===== config.mk =====
export PLATFORM = sky130hd
export DESIGN_NAME = ad_ip_jesd204_tpl_dac_sync_ctrl
export DESIGN_NICKNAME = d
export VERILOG_FILES = /design/src/rtl/ad_ip_jesd204_tpl_dac_sync_ctrl.sv
export SDC_FILE = /design/constraint.sdc
export NUM_CORES = 1
export LEC_CHECK = 0
export CAP_MARGIN = 10
export CELL_PAD_IN_SITES_DETAIL_PLACEMENT = 0
export CELL_PAD_IN_SITES_GLOBAL_PLACEMENT = 2
export CORE_ASPECT_RATIO = 0.9
export CORE_UTILIZATION = 30
export CTS_BUF_LIST = sky130_fd_sc_hd__clkbuf_8 sky130_fd_sc_hd__clkbuf_16
export CTS_CLUSTER_DIAMETER = 40
export DETAILED_ROUTE_END_ITERATION = 10
export HOLD_SLACK_MARGIN = 0.1
export PLACE_DENSITY_LB_ADDON = 0.1
export SYNTH_ARGS = -nofsm -noshare
export SYNTH_HDL_FRONTEND = slang
export SYNTH_SLANG_ARGS = --single-unit

===== constraint.sdc =====
create_clock -name clk -period 5.35 [get_ports clk]
set_clock_uncertainty 0.2 [all_clocks]
set_input_delay 1.07 -clock clk [delete_from_list [all_inputs] [get_ports clk]]
set_output_delay 1.07 -clock clk [all_outputs]
set_load 0.02 [all_outputs]

===== src/rtl/ad_ip_jesd204_tpl_dac_sync_ctrl.sv =====
// Start-up sequencer for the TPL DAC datapath: arm on dac_sync, optional external trigger, then a link-ready delay.
// Define TPL_DAC_SYNC_TIMEOUT_EN to build the ARMED-state timeout counter.
module ad_ip_jesd204_tpl_dac_sync_ctrl #(
  parameter int EXT_SYNC       = 0,
  parameter int DELAY_WIDTH    = 16,
  parameter int TIMEOUT_CYCLES = 1048576,
  parameter int COUNT_WIDTH    = 16
) (
  input  logic                   clk,
  input  logic                   reset,
  input  logic                   dac_sync,
  input  logic                   dac_sync_in,
  input  logic                   ext_sync_enable,
  input  logic [DELAY_WIDTH-1:0] start_delay,
  input  logic                   link_ready,
  output logic                   sync_arm,
  output logic                   sync_armed,
  output logic                   sync_timeout,
  output logic [1:0]             state,
  output logic [COUNT_WIDTH-1:0] trigger_count
);

  typedef enum logic [1:0] {
    ST_IDLE  = 2'd0,
    ST_ARMED = 2'd1,
    ST_DELAY = 2'd2,
    ST_RUN   = 2'd3
  } state_t;

  state_t                 state_q, state_d;
  logic                   sync_arm_q, sync_arm_d;
  logic                   sync_armed_q, sync_armed_d;
  logic                   sync_timeout_q, sync_timeout_d;
  logic [COUNT_WIDTH-1:0] trigger_count_q, trigger_count_d;
  logic [DELAY_WIDTH-1:0] cnt_q, cnt_d;
  logic                   dac_sync_d1_q, dac_sync_in_d1_q;
  logic                   dac_sync_rise, dac_sync_in_rise;
  logic                   ext_path, accept;

`ifdef TPL_DAC_SYNC_TIMEOUT_EN
  localparam int TW = (TIMEOUT_CYCLES > 1) ? $clog2(TIMEOUT_CYCLES) : 1;
  logic [TW-1:0] tcnt_q, tcnt_d;
`endif

  assign dac_sync_rise    = dac_sync & ~dac_sync_d1_q;
  assign dac_sync_in_rise = dac_sync_in & ~dac_sync_in_d1_q;
  assign ext_path         = (EXT_SYNC != 0) && ext_sync_enable;

  always_comb begin
    state_d         = state_q;
    sync_timeout_d  = sync_timeout_q;
    trigger_count_d = trigger_count_q;
    cnt_d           = cnt_q;
    accept          = 1'b0;
`ifdef TPL_DAC_SYNC_TIMEOUT_EN
    tcnt_d          = tcnt_q;
`endif
    // A new software request restarts from any state and masks a same-cycle trigger edge.
    if (dac_sync_rise) begin
      sync_timeout_d = 1'b0;
      if (ext_path) begin
        state_d = ST_ARMED;
`ifdef TPL_DAC_SYNC_TIMEOUT_EN
        tcnt_d  = '0;
`endif
      end else begin
        accept = 1'b1;
      end
    end else begin
      case (state_q)
        ST_ARMED: begin
          if (dac_sync_in_rise) begin
            accept = 1'b1;
          end
`ifdef TPL_DAC_SYNC_TIMEOUT_EN
          else if (tcnt_q == TW'(TIMEOUT_CYCLES - 1)) begin
            state_d        = ST_RUN;
            sync_timeout_d = 1'b1;
          end else begin
            tcnt_d = tcnt_q + TW'(1);
          end
`endif
        end
        ST_DELAY: begin
          if (link_ready) begin
            cnt_d = cnt_q - DELAY_WIDTH'(1);
            if (cnt_q == DELAY_WIDTH'(1)) begin
              state_d = ST_RUN;
            end
          end
        end
        default: begin
        end
      endcase
    end

    if (accept) begin
      if (start_delay == '0) begin
        state_d = ST_RUN;
      end else begin
        state_d = ST_DELAY;
        cnt_d   = start_delay;
      end
      if (trigger_count_q != '1) begin
        trigger_count_d = trigger_count_q + COUNT_WIDTH'(1);
      end
    end

    sync_arm_d   = (state_d == ST_ARMED) || (state_d == ST_DELAY);
    sync_armed_d = (state_d == ST_ARMED);
  end

  always_ff @(posedge clk) begin
    if (reset) begin
      state_q          <= ST_IDLE;
      sync_arm_q       <= 1'b0;
      sync_armed_q     <= 1'b0;
      sync_timeout_q   <= 1'b0;
      trigger_count_q  <= '0;
      cnt_q            <= '0;
      dac_sync_d1_q    <= 1'b0;
      dac_sync_in_d1_q <= 1'b0;
`ifdef TPL_DAC_SYNC_TIMEOUT_EN
      tcnt_q           <= '0;
`endif
    end else begin
      state_q          <= state_d;
      sync_arm_q       <= sync_arm_d;
      sync_armed_q     <= sync_armed_d;
      sync_timeout_q   <= sync_timeout_d;
      trigger_count_q  <= trigger_count_d;
      cnt_q            <= cnt_d;
      dac_sync_d1_q    <= dac_sync;
      dac_sync_in_d1_q <= dac_sync_in;
`ifdef TPL_DAC_SYNC_TIMEOUT_EN
      tcnt_q           <= tcnt_d;
`endif
    end
  end

  assign sync_arm      = sync_arm_q;
  assign sync_armed    = sync_armed_q;
  assign sync_timeout  = sync_timeout_q;
  assign state         = state_q;
  assign trigger_count = trigger_count_q;

endmodule


==> results of run 1 <==
[registers in the layout (all words and copies together), names as in the netlist]
register          cells
cnt_q                16
dac_sync_d1_q         1
dac_sync_in_d1_q      1
state                 2
sync_arm              1
sync_armed            1
trigger_count        16
[worst max-delay path, delay by kind of cell]
family / cells / cell delay, ns
simple gates: 3 / 1.31
buf+inv: 2 / 0.76
mux: 1 / 0.37
[power by group through the flow]
stage / Sequential, mW / Combinational, mW / Clock [mW]
6_report: 0.312 / 0.107 / 0.311
5_1_grt: 0.315 / 0.119 / 0.332
4_1_cts: 0.312 / 0.108 / 0.321
3_5_place_dp: 0.319 / 0.108 / 0
3_3_place_gp: 0.319 / 0.107 / 0
2_1_floorplan: 0.319 / 0.0660 / 0
[cell type report]
type                       count  share of cell area
sequential                    38               0.288
inverter                       4             0.00568
timing repair buffer          42               0.157
multi-input combinational    178               0.453
clock buffer                   6              0.0312
tap                           90              0.0426
clock inverter                 2              0.0227
[logic make-up after synthesis]
kind of cell	count (synthesis)	synth area share
buf+inv	20	0.0429
other cells	1	0.00184
xor+xnor	6	0.0257
flops	38	0.372
mux	3	0.0165
fa+ha+maj	4	0.0245
simple gates	105	0.314
compound gates	59	0.203
[metal layers]
| layer | vias up | GRT usage | share of wire | wire length (um) |
|---|---|---|---|---|
| met5 | - | 0 | 0 | 0 |
| met2 | 36 | 0.242 | 0.41 | 2280 |
| met4 | 0 | 0.0524 | 0.011 | 64 |
| li1 | 992 | - | - | - |
| met1 | 943 | 0.253 | 0.55 | 3070 |
| met3 | 7 | 0.0339 | 0.035 | 195 |
[per-stage QoR]
step / util / power, mW / area [um^2] / hold slack (ns) / setup slack, ns
floorplan: - / 0.385 / 2040 / 0.272 / 2.47
global placement: 0.380 / 0.426 / 2500 / 0.282 / 1.49
detailed placement: 0.380 / 0.426 / 2500 / 0.290 / 1.48
CTS: 0.401 / 0.741 / 2640 / 0.301 / 1.79
global route: 0.401 / 0.766 / 2640 / 0.344 / 1.64
finish: 0.401 / 0.730 / 2640 / 0.295 / 1.83
[worst min path at each step]
stage	startpoint	slack [ns]	end
6_report	trigger_count[15]	0.30	trigger_count[15]
5_1_grt	cnt_q[11]	0.34	cnt_q[11]
4_1_cts	trigger_count[15]	0.30	trigger_count[15]
3_5_place_dp	trigger_count[15]	0.29	trigger_count[15]
3_3_place_gp	trigger_count[15]	0.28	trigger_count[15]
2_1_floorplan	cnt_q[14]	0.27	cnt_q[14]
[layout by cell type (no fill, tap or decap), types with 2 or more instances in the layout]
cell type | Yosys | layout
sky130_fd_sc_hd__a211oi_1 | 2 | 2
sky130_fd_sc_hd__a21oi_1 | 17 | 17
sky130_fd_sc_hd__a311oi_1 | 9 | 9
sky130_fd_sc_hd__and3_1 | 3 | 3
sky130_fd_sc_hd__and4_1 | 5 | 5
sky130_fd_sc_hd__buf_4 | 1 | 2
sky130_fd_sc_hd__bufinv_16 | 0 | 2
sky130_fd_sc_hd__clkbuf_8 | 0 | 6
sky130_fd_sc_hd__clkdlybuf4s50_1 | 0 | 40
sky130_fd_sc_hd__dfxtp_1 | 38 | 38
sky130_fd_sc_hd__ha_1 | 4 | 4
sky130_fd_sc_hd__inv_1 | 4 | 4
sky130_fd_sc_hd__mux2_2 | 3 | 3
sky130_fd_sc_hd__nand2_1 | 6 | 6
sky130_fd_sc_hd__nand3_1 | 10 | 10
sky130_fd_sc_hd__nand3b_1 | 3 | 3
sky130_fd_sc_hd__nand4_1 | 5 | 5
sky130_fd_sc_hd__nor2_1 | 13 | 12
sky130_fd_sc_hd__nor2b_1 | 7 | 7
sky130_fd_sc_hd__nor3_1 | 13 | 13
sky130_fd_sc_hd__nor4_1 | 6 | 6
sky130_fd_sc_hd__nor4b_1 | 2 | 2
sky130_fd_sc_hd__o21ai_0 | 3 | 3
sky130_fd_sc_hd__o31ai_1 | 20 | 20
sky130_fd_sc_hd__o41ai_1 | 3 | 3
sky130_fd_sc_hd__or3_1 | 12 | 12
sky130_fd_sc_hd__or4_1 | 10 | 10
sky130_fd_sc_hd__or4_4 | 3 | 3
sky130_fd_sc_hd__xnor2_1 | 2 | 2
sky130_fd_sc_hd__xor2_1 | 4 | 4
==> reports/metrics.sh, run 1 <==
N_FILL_CELL=715
TRACK_USAGE=0.170
CTS.CLK_SLEW.WORST_PATHS_NS=0.08
REG2REG_FROM='state[1]'
FLOORPLAN.CORE_AREA_MM2=0.00659
CTSRESIZECOUNT=0
NUMPLACEDINSTANCES=352
YS_WARN_COUNT=0
PWR_DENSITY_CELL_mW_PER_MM2=276
VIAS=1978
CHIPHEIGHT_UM=80.3
CTS_POST_SETUP_BUFFERS_INSERTED=0
WORST-SETUP-PATH-TYPE='in2reg'
PLACEMENTROWS=28
SW_FRAC_OF_TOTAL=0.252
REGAREA_UM2=761
REQUIRED_NS=5.34
SETUP_REPAIR_AFTER_GLOBAL_ROUTING_MISSED_ITS_MARGIN='no'
GRT_FIRST_PASS_WIRELENGTH_UM=9210
SYNTHESIS.INSTANCES=236
IR_WORST_VDD_V=0.000124
POSTSYNTH.ASYNCRESETSHARE=0
ROOT_BUFFER='sky130_fd_sc_hd__clkbuf_8'
NETLIST_TOP_CELLS_AREA='sky130_fd_sc_hd__dfxtp_1 37%, sky130_fd_sc_hd__o31ai_1 7.3%, sky130_fd_sc_hd__a21oi_1 4.2%, sky130_fd_sc_hd__a311oi_1 3.9%, sky130_fd_sc_hd__or3_1 3.7%'
CRITPATHLAUNCH='dac_sync_in'
YS.FLOP_TYPE='sky130_fd_sc_hd__dfxtp_1'
LAYOUT_WORST_PATH_CYCLE_SHARE=0.658
GP_CONGESTION=0.720
TIMING.CRITICAL_PATH.FANOUT_MAX=22
CTS_MADE_BUFFERS=5
ROUTE.FINAL.WIRE_LENGTH_UM=5610
SYN_AVG_CELL_AREA_UM2=8.66
WORST-R2R-CELL-COUNT=5
INSERTION_DELAY_NS=0.30
DETAIL_ROUTE.DRC_VIOLATIONS=0
POWER.COMBINATIONAL.FRACTION=0.147
LAYOUTNONFILLERINSTCOUNT=360
SEQ_POWER_SHARE=0.428
DRV_SLEW=0
CP-START-KIND='input port'
DRC_VIOLATION_TOTAL_AFTER_THE_FIRST_TRITONROUTE_ITERATION=61
OUTCOME='completed'
HOLD_PATH_CLASS='reg2reg'
DESIGN.DIE.AREA_MM2=0.00715
PIN_COUNT=43
LAYOUT-DRIVE-GT1-SHARE=0.0741
CTS_SINKS=38
TRITONCTS='done'
ROUTED_LEN_INST_UM=15.6
POWER.STATIC_LEAKAGE_nW=0.836
SYNTH_COMMONEST_CELLS='38 x sky130_fd_sc_hd__dfxtp_1, 20 x sky130_fd_sc_hd__o31ai_1, 17 x sky130_fd_sc_hd__a21oi_1, 13 x sky130_fd_sc_hd__nor2_1, 13 x sky130_fd_sc_hd__nor3_1'
MAX_FREQ_MHz=284
WORST_REL_SLEW_SLACK=0.494
YS_SEQ_ELEMENTS=38
REG2REG_SLACK_NS=2.70
DRT_PRE_ANTENNA_ITERS=4
END_KIND='register'
VIASPERCELL=5.49
MAX_SLEW.WORST_PIN.SLEW_NS=0.749
AREA_GROWTH_PCT=29.4
SYNTH_AREA_MM2=0.00204
CLOCK_TREE.HTREE_LEVEL_COUNT=2
SETUP_TNS_NS=0
MAXIMUM_NUMBER_OF_PINS_ON_ONE_NET_BEFORE_GLOBAL_ROUTE_REPAIR=28
TIMING.CRITICAL_PATH.TO='trigger_count[9]'
INTERNAL-POWER_uW=546
GLOBALROUTEOVERFLOWTOTAL=0
SYNTH_EDF_COUNT=0
HOLD_VIOL=0
POST-DP-HPWL_UM=3960
MAX-CAP-VIOLATIONS=0
PLACE.PORT_BUFFERS=40
POST_CTS_HOLD_BUFFER_COUNT=0
MIN_PATH_CELLS=2
POWER_FRAC_CLOCK=0.426
WORST_PATH_MAX_DELAY_CELL='sky130_fd_sc_hd__nor4bb_1'
FLOORPLAN.INITIALDENSITY=0.310
SEQ_AREA_FRAC_SYNTH=0.372
GRT_ANTENNA_BEFORE_REPAIR=0
DIEWIDTH_UM=89.0
SYNTH_TOP_CELL_AREA_SHARE=0.372
CRITICAL_PATH.CELL_CHAIN='clkdlybuf4s50_1, nor4bb_1, nor2_2, buf_4, nor4_1, mux2_2'
SETUP_VIOL=0
MIN_CLOCK_PERIOD_POST_ROUTE_NS=3.52
REGTOREGENDPOINT='trigger_count[9]'
CPPEAKSTAGEDELAY_NS=0.67
MULTI_INPUT_COMB_AREA_MM2=0.00120
NET-SWITCHING-POWER_uW=184
GRT_PASS1_VIAS=1858
CELL_TYPE_CONTRIBUTING_THE_MOST_TOTAL_CELL_AREA_AFTER_SYNTHESIS='sky130_fd_sc_hd__dfxtp_1'
YOSYSMOSTFREQUENTCELL='sky130_fd_sc_hd__dfxtp_1'
INSERTEDDIODECOUNT=0
SYNTH.LIB_CELLS_USED.DISTINCT=44
CRIT_PATH_DAT_NS=3.51
NUMBER_OF_NETS_AT_THE_END_OF_THE_FLOW=295
SYN-NUM-NETS=262
CLOCK_PATH_BUFFERS=2
ANT_NETS=0
No activity file was read; power rests on OpenSTA's default activity.
==> run 2: changes to the inputs <==
==> constraint.sdc (replaced) <==
create_clock -name clk -period 3.6 [get_ports clk]
set_clock_uncertainty 0.2 [all_clocks]
set_input_delay 0.72 -clock clk [delete_from_list [all_inputs] [get_ports clk]]
set_output_delay 0.72 -clock clk [all_outputs]
set_load 0.02 [all_outputs]
==> run 2 against run 1 <==
  * Final cell count increased by 1.4%
  * First-iteration DRC count up 28%
  * Core utilization barely moved
  * Sequential power increased by 49%
  * Clock power increased by 14%
  * Worst hold slack worse by 0.0025 ns
  * Die area did not move
  * Critical path depth is 1 lower
  * Flip-flop and latch count did not move
  * Via count decreased by 0.81%
  * Worst setup slack worse by 1.0 ns
  * Register-to-register slack worse by 1.7 ns
  * Critical path type unchanged
  * Largest cell class unchanged
  * Largest power group unchanged
==> reports/metrics.sh, run 2 (synthesized netlist as in run 1, its figures left out) <==
DRC_VIOLATION_TOTAL_AFTER_THE_FIRST_TRITONROUTE_ITERATION=78  # +28%
REGAREA_UM2=761  # unchanged
MULTI_INPUT_COMB_AREA_MM2=0.00120  # unchanged
PLACE.PORT_BUFFERS=40  # unchanged
DESIGN.DIE.AREA_MM2=0.00715  # unchanged
LAYOUT.CELLS.MOST_COMMON='sky130_fd_sc_hd__clkdlybuf4s50_1'
CRIT_PATH_DAT_NS=2.80  # -0.71 ns
ROUTE.FINAL.WIRE_LENGTH_UM=5540  # -1.2%
NET-SWITCHING-POWER_uW=258  # +40%
GRT_ANTENNA_BEFORE_REPAIR=0  # unchanged
TRACK_USAGE=0.167  # -0.00342
GLOBALROUTEOVERFLOWTOTAL=0  # unchanged
CRITICAL_PATH.CELL_CHAIN='clkdlybuf4s50_1, and3b_1, nand3_1, or4_2, a311oi_1'
CHIPHEIGHT_UM=80.3  # unchanged
REG2REG_FROM='cnt_q[2]'
GP_CONGESTION=0.762  # +5.8%
GRT_FIRST_PASS_WIRELENGTH_UM=9060  # -1.7%
SW_FRAC_OF_TOTAL=0.263  # +0.0115
HOLD_VIOL=0  # unchanged
WORST_REL_SLEW_SLACK=0.603  # +0.110
WORST-R2R-CELL-COUNT=6  # +1
POST_CTS_HOLD_BUFFER_COUNT=0  # unchanged
HOLD_PATH_CLASS='reg2reg'
POWER_FRAC_CLOCK=0.361  # -0.065
MAX_FREQ_MHz=356
ROUTED_LEN_INST_UM=15.2  # -2.6%
GRT_PASS1_VIAS=1820  # -2.0%
SETUP_REPAIR_AFTER_GLOBAL_ROUTING_MISSED_ITS_MARGIN='no'
POWER.COMBINATIONAL.FRACTION=0.165  # +0.018
ANT_NETS=0  # unchanged
REG2REG_SLACK_NS=1.01  # -1.69 ns
CLOCK_TREE.HTREE_LEVEL_COUNT=2  # unchanged
SEQ_POWER_SHARE=0.474  # +0.046
MIN_PATH_CELLS=2  # unchanged
HOLD_PATH.STARTPOINT='trigger_count[15]'
SETUP_TNS_NS=0  # unchanged
END_KIND='register'
OUTCOME='completed'
CTS_SINKS=38  # unchanged
PWR_DENSITY_CELL_mW_PER_MM2=370  # +34%
WORST-SETUP-PATH-TYPE='in2reg'
CP-START-KIND='input port'
TRITONCTS='done'
DIEWIDTH_UM=89.0  # unchanged
N_FILL_CELL=703  # -1.7%
MAXIMUM_NUMBER_OF_PINS_ON_ONE_NET_BEFORE_GLOBAL_ROUTE_REPAIR=18  # -36%
CPPEAKSTAGEDELAY_NS=0.63  # -0.04 ns
REQUIRED_NS=3.59  # -1.75 ns
CTSRESIZECOUNT=0  # unchanged
VIAS=1962  # -0.81%
VIASPERCELL=5.38  # -2.2%
TIMING.CRITICAL_PATH.FANOUT_MAX=10  # -55%
FLOORPLAN.CORE_AREA_MM2=0.00659  # unchanged
PIN_COUNT=43  # unchanged
FINISH.UTILIZATION=0.402  # about the same
INTERNAL-POWER_uW=721  # +32%
SETUP_VIOL=0  # unchanged
CLOCK_PATH_BUFFERS=2  # unchanged
INSERTION_DELAY_NS=0.29  # about the same
CTS_MADE_BUFFERS=5  # unchanged
PLACEMENTROWS=28  # unchanged
AREA_GROWTH_PCT=29.5  # about the same
POST-DP-HPWL_UM=3990  # +0.79%
WORST_PATH_MAX_DELAY_CELL='sky130_fd_sc_hd__or4_2'
DETAIL_ROUTE.DRC_VIOLATIONS=0  # unchanged
MAX_SLEW.WORST_PIN.SLEW_NS=0.594  # -0.156 ns
DRT_PRE_ANTENNA_ITERS=4  # unchanged
NUMBER_OF_NETS_AT_THE_END_OF_THE_FLOW=300  # +1.7%
REGTOREGENDPOINT='sync_arm'
CTS_POST_SETUP_BUFFERS_INSERTED=0  # unchanged
LAYOUT_COMMON_CELLS='40 x sky130_fd_sc_hd__clkdlybuf4s50_1, 38 x sky130_fd_sc_hd__dfxtp_1, 20 x sky130_fd_sc_hd__o31ai_1, 17 x sky130_fd_sc_hd__a21oi_1, 13 x sky130_fd_sc_hd__nor3_1'
HOLD_PATH_END='trigger_count[15]'
IR_WORST_VDD_V=0.000151  # +22%
CTS.CLK_SLEW.WORST_PATHS_NS=0.08  # about the same
ROOT_BUFFER='sky130_fd_sc_hd__clkbuf_8'
DRV_SLEW=0  # unchanged
FLOORPLAN.INITIALDENSITY=0.310  # unchanged
POWER.STATIC_LEAKAGE_nW=0.850  # +1.8%
LAYOUT-DRIVE-GT1-SHARE=0.0836  # +0.00956
INSERTEDDIODECOUNT=0  # unchanged
MIN_CLOCK_PERIOD_POST_ROUTE_NS=2.81
LAYOUT_WORST_PATH_CYCLE_SHARE=0.780
MAX-CAP-VIOLATIONS=0  # unchanged
==> run 2: power groups by stage <==
| stage | sequential [mW] | combinational [mW] | clock (mW) |
|---|---|---|---|
| after floorplan | 0.475 | 0.0980 | 0 |
| after global placement | 0.474 | 0.163 | 0 |
| after detailed placement | 0.474 | 0.162 | 0 |
| after CTS | 0.464 | 0.163 | 0.370 |
| after global routing | 0.467 | 0.179 | 0.387 |
| final | 0.464 | 0.162 | 0.353 |
==> run 2: per-layer routing <==
| layer | GRT usage | wire (um) | up-vias | part of all wire |
|---|---|---|---|---|
| met5 | 0 | 0 | - | 0 |
| li1 | - | - | 1006 | - |
| met3 | 0.0370 | 213 | 2 | 0.038 |
| met1 | 0.244 | 3040 | 913 | 0.55 |
| met2 | 0.244 | 2260 | 41 | 0.41 |
| met4 | 0.0429 | 30 | 0 | 0.0054 |
==> run 2: metrics by stage <==
| step | hold WS, ns | setup slack, ns | instance area (um^2) | total power, mW | instances |
|---|---|---|---|---|---|
| after floorplan | 0.272 | 1.07 | 2040 | 0.573 | 236 |
| after global placement | 0.280 | 0.479 | 2540 | 0.636 | 357 |
| after detailed placement | 0.289 | 0.508 | 2540 | 0.636 | 357 |
| after CTS | 0.300 | 0.795 | 2650 | 0.997 | 365 |
| after global routing | 0.342 | 0.626 | 2650 | 1.03 | 365 |
| final | 0.293 | 0.792 | 2650 | 0.979 | 365 |
==> run 2: cell type report <==
class,count,area share
clock buffers,5,0.0260
clock inverters,3,0.0142
inverters,4,0.00568
multi-input cells,178,0.453
flip-flops and latches,38,0.288
well taps,90,0.0426
repair buffers,47,0.171
==> run 2: worst max path at each step <==
stage | start | endpoint | slack, ns | cells after the start
floorplan | dac_sync_in | sync_arm | 1.07 | 8
global placement | link_ready | cnt_q[7] | 0.48 | 5
detailed placement | link_ready | cnt_q[7] | 0.51 | 5
CTS | link_ready | cnt_q[7] | 0.79 | 5
global route | link_ready | cnt_q[7] | 0.63 | 5
finish | link_ready | cnt_q[7] | 0.79 | 5
==> run 2: critical path: cells and delay by family <==
| kind | cells | cell delay [ns] |
|---|---|---|
| buffers and inverters | 1 | 0.50 |
| and+or+nand+nor | 3 | 1.29 |
| AOI/OAI and AO/OA | 1 | 0.28 |
==> run 3: changes to the inputs <==
==> constraint.sdc (replaced) <==
create_clock -name clk -period 2.6 [get_ports clk]
set_clock_uncertainty 0.2 [all_clocks]
set_input_delay 0.52 -clock clk [delete_from_list [all_inputs] [get_ports clk]]
set_output_delay 0.52 -clock clk [all_outputs]
set_load 0.02 [all_outputs]
==> run 3 against run 2 <==
  * Routed wire length up 1.4%
  * Global-route usage rose by 1.0 points
  * Via count increased by 2.4%
  * First-iteration DRC count is 23% lower
  * Highest routed layer unchanged
  * Cell area is 7.9% higher
  * Sequential power rose by 38%
==> reports/metrics.sh, run 3 (synthesized netlist as in run 1, its figures left out) <==
OUTCOME='completed'
PWR_DENSITY_CELL_mW_PER_MM2=534  # +44%
PIN_COUNT=43  # unchanged
REGTOREGENDPOINT='sync_arm'
SETUP_TNS_NS=0  # unchanged
MIN_CLOCK_PERIOD_POST_ROUTE_NS=2.45
VIASPERCELL=5.23  # -2.7%
CHIPHEIGHT_UM=80.3  # unchanged
DRC_VIOLATION_TOTAL_AFTER_THE_FIRST_TRITONROUTE_ITERATION=60  # -23%
DRT_PRE_ANTENNA_ITERS=4  # unchanged
MAX-CAP-VIOLATIONS=0  # unchanged
REG2REG_FROM='cnt_q[10]'
DRV_SLEW=0  # unchanged
REQUIRED_NS=2.64  # -0.95 ns
POST_CTS_HOLD_BUFFER_COUNT=0  # unchanged
CTS_MADE_BUFFERS=5  # unchanged
MAX_FREQ_MHz=408
LAYOUT_COMMON_CELLS='40 x sky130_fd_sc_hd__clkdlybuf4s50_1, 38 x sky130_fd_sc_hd__dfxtp_1, 24 x sky130_fd_sc_hd__buf_4, 20 x sky130_fd_sc_hd__o31ai_1, 17 x sky130_fd_sc_hd__a21oi_1'
TIMING.CRITICAL_PATH.FANOUT_MAX=6  # -4
POWER.STATIC_LEAKAGE_nW=0.962  # +13%
GRT_PASS1_VIAS=1959  # +7.6%
CLOCK_TREE.HTREE_LEVEL_COUNT=2  # unchanged
WORST-R2R-CELL-COUNT=6  # unchanged
ANT_NETS=0  # unchanged
SETUP_SLACK_NS=0.150  # -0.643 ns
HOLD_PATH_CLASS='reg2reg'
WORST-SETUP-PATH-TYPE='reg2reg'
HOLD_PATH_END='trigger_count[15]'
REG2REG_SLACK_NS=0.15  # -0.86 ns
TRITONCTS='done'
LAYOUT.CELLS.MOST_COMMON='sky130_fd_sc_hd__clkdlybuf4s50_1'
CP-START-KIND='register'
LAYOUT-DRIVE-GT1-SHARE=0.156  # +0.0728
HOLD_VIOL=0  # unchanged
IR_WORST_VDD_V=0.000215  # +42%
POWER_mW=1.52  # +56%
CTS_SINKS=38  # unchanged
MAXIMUM_NUMBER_OF_PINS_ON_ONE_NET_BEFORE_GLOBAL_ROUTE_REPAIR=39  # +21
SETUP_REPAIR_AFTER_GLOBAL_ROUTING_MISSED_ITS_MARGIN='no'
PLACEMENTROWS=28  # unchanged
AREA_GROWTH_PCT=39.7
INSERTION_DELAY_NS=0.30  # about the same
CRIT_PATH_DAT_NS=2.49  # -0.31 ns
DESIGN.DIE.AREA_MM2=0.00715  # unchanged
HOLD_PATH.STARTPOINT='trigger_count[15]'
MAX_SLEW.WORST_PIN.SLEW_NS=0.567  # -0.0265 ns
FLOORPLAN.CORE_AREA_MM2=0.00659  # unchanged
INSERTEDDIODECOUNT=0  # unchanged
GRT_ANTENNA_BEFORE_REPAIR=0  # unchanged
FINISH.UTILIZATION=0.434  # +0.0319
DPL_WORST_SLACK_NS=-0.159  # -0.667 ns
GP_CONGESTION=0.696  # -8.7%
TRACK_USAGE=0.177  # +0.00998
FLOORPLAN.INITIALDENSITY=0.310  # unchanged
DETAIL_ROUTE.DRC_VIOLATIONS=0  # unchanged
ROOT_BUFFER='sky130_fd_sc_hd__clkbuf_8'
MIN_PATH_CELLS=2  # unchanged
SETUP_VIOL=0  # unchanged
DIEWIDTH_UM=89.0  # unchanged
ROUTE.FINAL.WIRE_LENGTH_UM=5620  # +1.4%
PLACE.PORT_BUFFERS=40  # unchanged
WORST_REL_SLEW_SLACK=0.622  # +0.0182
NUMBER_OF_NETS_AT_THE_END_OF_THE_FLOW=319  # +6.3%
POST-DP-HPWL_UM=4020  # +0.57%
CLOCK_PATH_BUFFERS=2  # unchanged
LAYOUT_WORST_PATH_CYCLE_SHARE=0.942
VIAS=2009  # +2.4%
GLOBALROUTEOVERFLOWTOTAL=0  # unchanged
GRT_FIRST_PASS_WIRELENGTH_UM=9650  # +6.5%
CTS.CLK_SLEW.WORST_PATHS_NS=0.08  # about the same
ROUTED_LEN_INST_UM=14.6  # -3.7%
END_KIND='register'
-- run 3: cell types whose count changed in the layout (fill, tap and decap cells not counted), sizes merged --
cell / before / now
clkinv: 0 / 1
bufinv: 1 / 2
inv: 6 / 4
buf: 7 / 26
-- run 3: how the worst max path moves through the flow --
stage	startpoint	end	slack, ns	cells after the start
2_1_floorplan	cnt_q[2]	sync_arm	0.21	8
3_3_place_gp	dac_sync_in	trigger_count[15]	-0.15	6
3_5_place_dp	dac_sync_in	trigger_count[15]	-0.16	6
4_1_cts	cnt_q[2]	cnt_q[10]	0.1	5
5_1_grt	dac_sync_in	cnt_q[13]	0.02	8
6_report	cnt_q[10]	sync_arm	0.15	6
-- run 3: report_power, final --
part	internal [mW]	total (mW)	switching, mW
clock network	0.385	0.619	0.235
registers	0.613	0.639	0.0258
logic	0.136	0.265	0.129
-- run 3: what timing repair did --
item | CTS | global route
gates resized for setup | 0 | 2
buffers inserted | 0 | 0
setup endpoints to repair | 0 | 3
-- run 3: final cells by class --
class                   count  area (um^2)
repair buffers             66          621
inverters                   4         15.0
clock buffers               5         68.8
multi-input cells         178         1210
fillers                   684         3730
clock inverters             3         68.8
well taps                  90          113
flip-flops and latches     38          761
-- run 3: per-stage QoR --
step                hold slack, ns  cell area [um^2]  std cells
finish                       0.299              2860        384
CTS                          0.308              2840        384
floorplan                    0.272              2040        236
detailed placement           0.291              2710        376
global placement             0.280              2710        376
global route                 0.334              2860        384
-- run 3: worst max-delay path: stages (launching register included) --
cell and delay (ns):
sky130_fd_sc_hd__dfxtp_1 0.33, sky130_fd_sc_hd__or4_4 0.57, sky130_fd_sc_hd__or4_4 0.46, sky130_fd_sc_hd__o31a_2 0.37
sky130_fd_sc_hd__nor2_1 0.13, sky130_fd_sc_hd__ha_1 0.25, sky130_fd_sc_hd__nor2_1 0.10
-- run 3: per-layer routing --
layer	up-vias	GRT usage	wire, um
met2	49	0.248	2320
li1	1046	-	-
met1	908	0.270	3020
met5	-	0	0
met3	6	0.0339	241
met4	0	0.0476	43
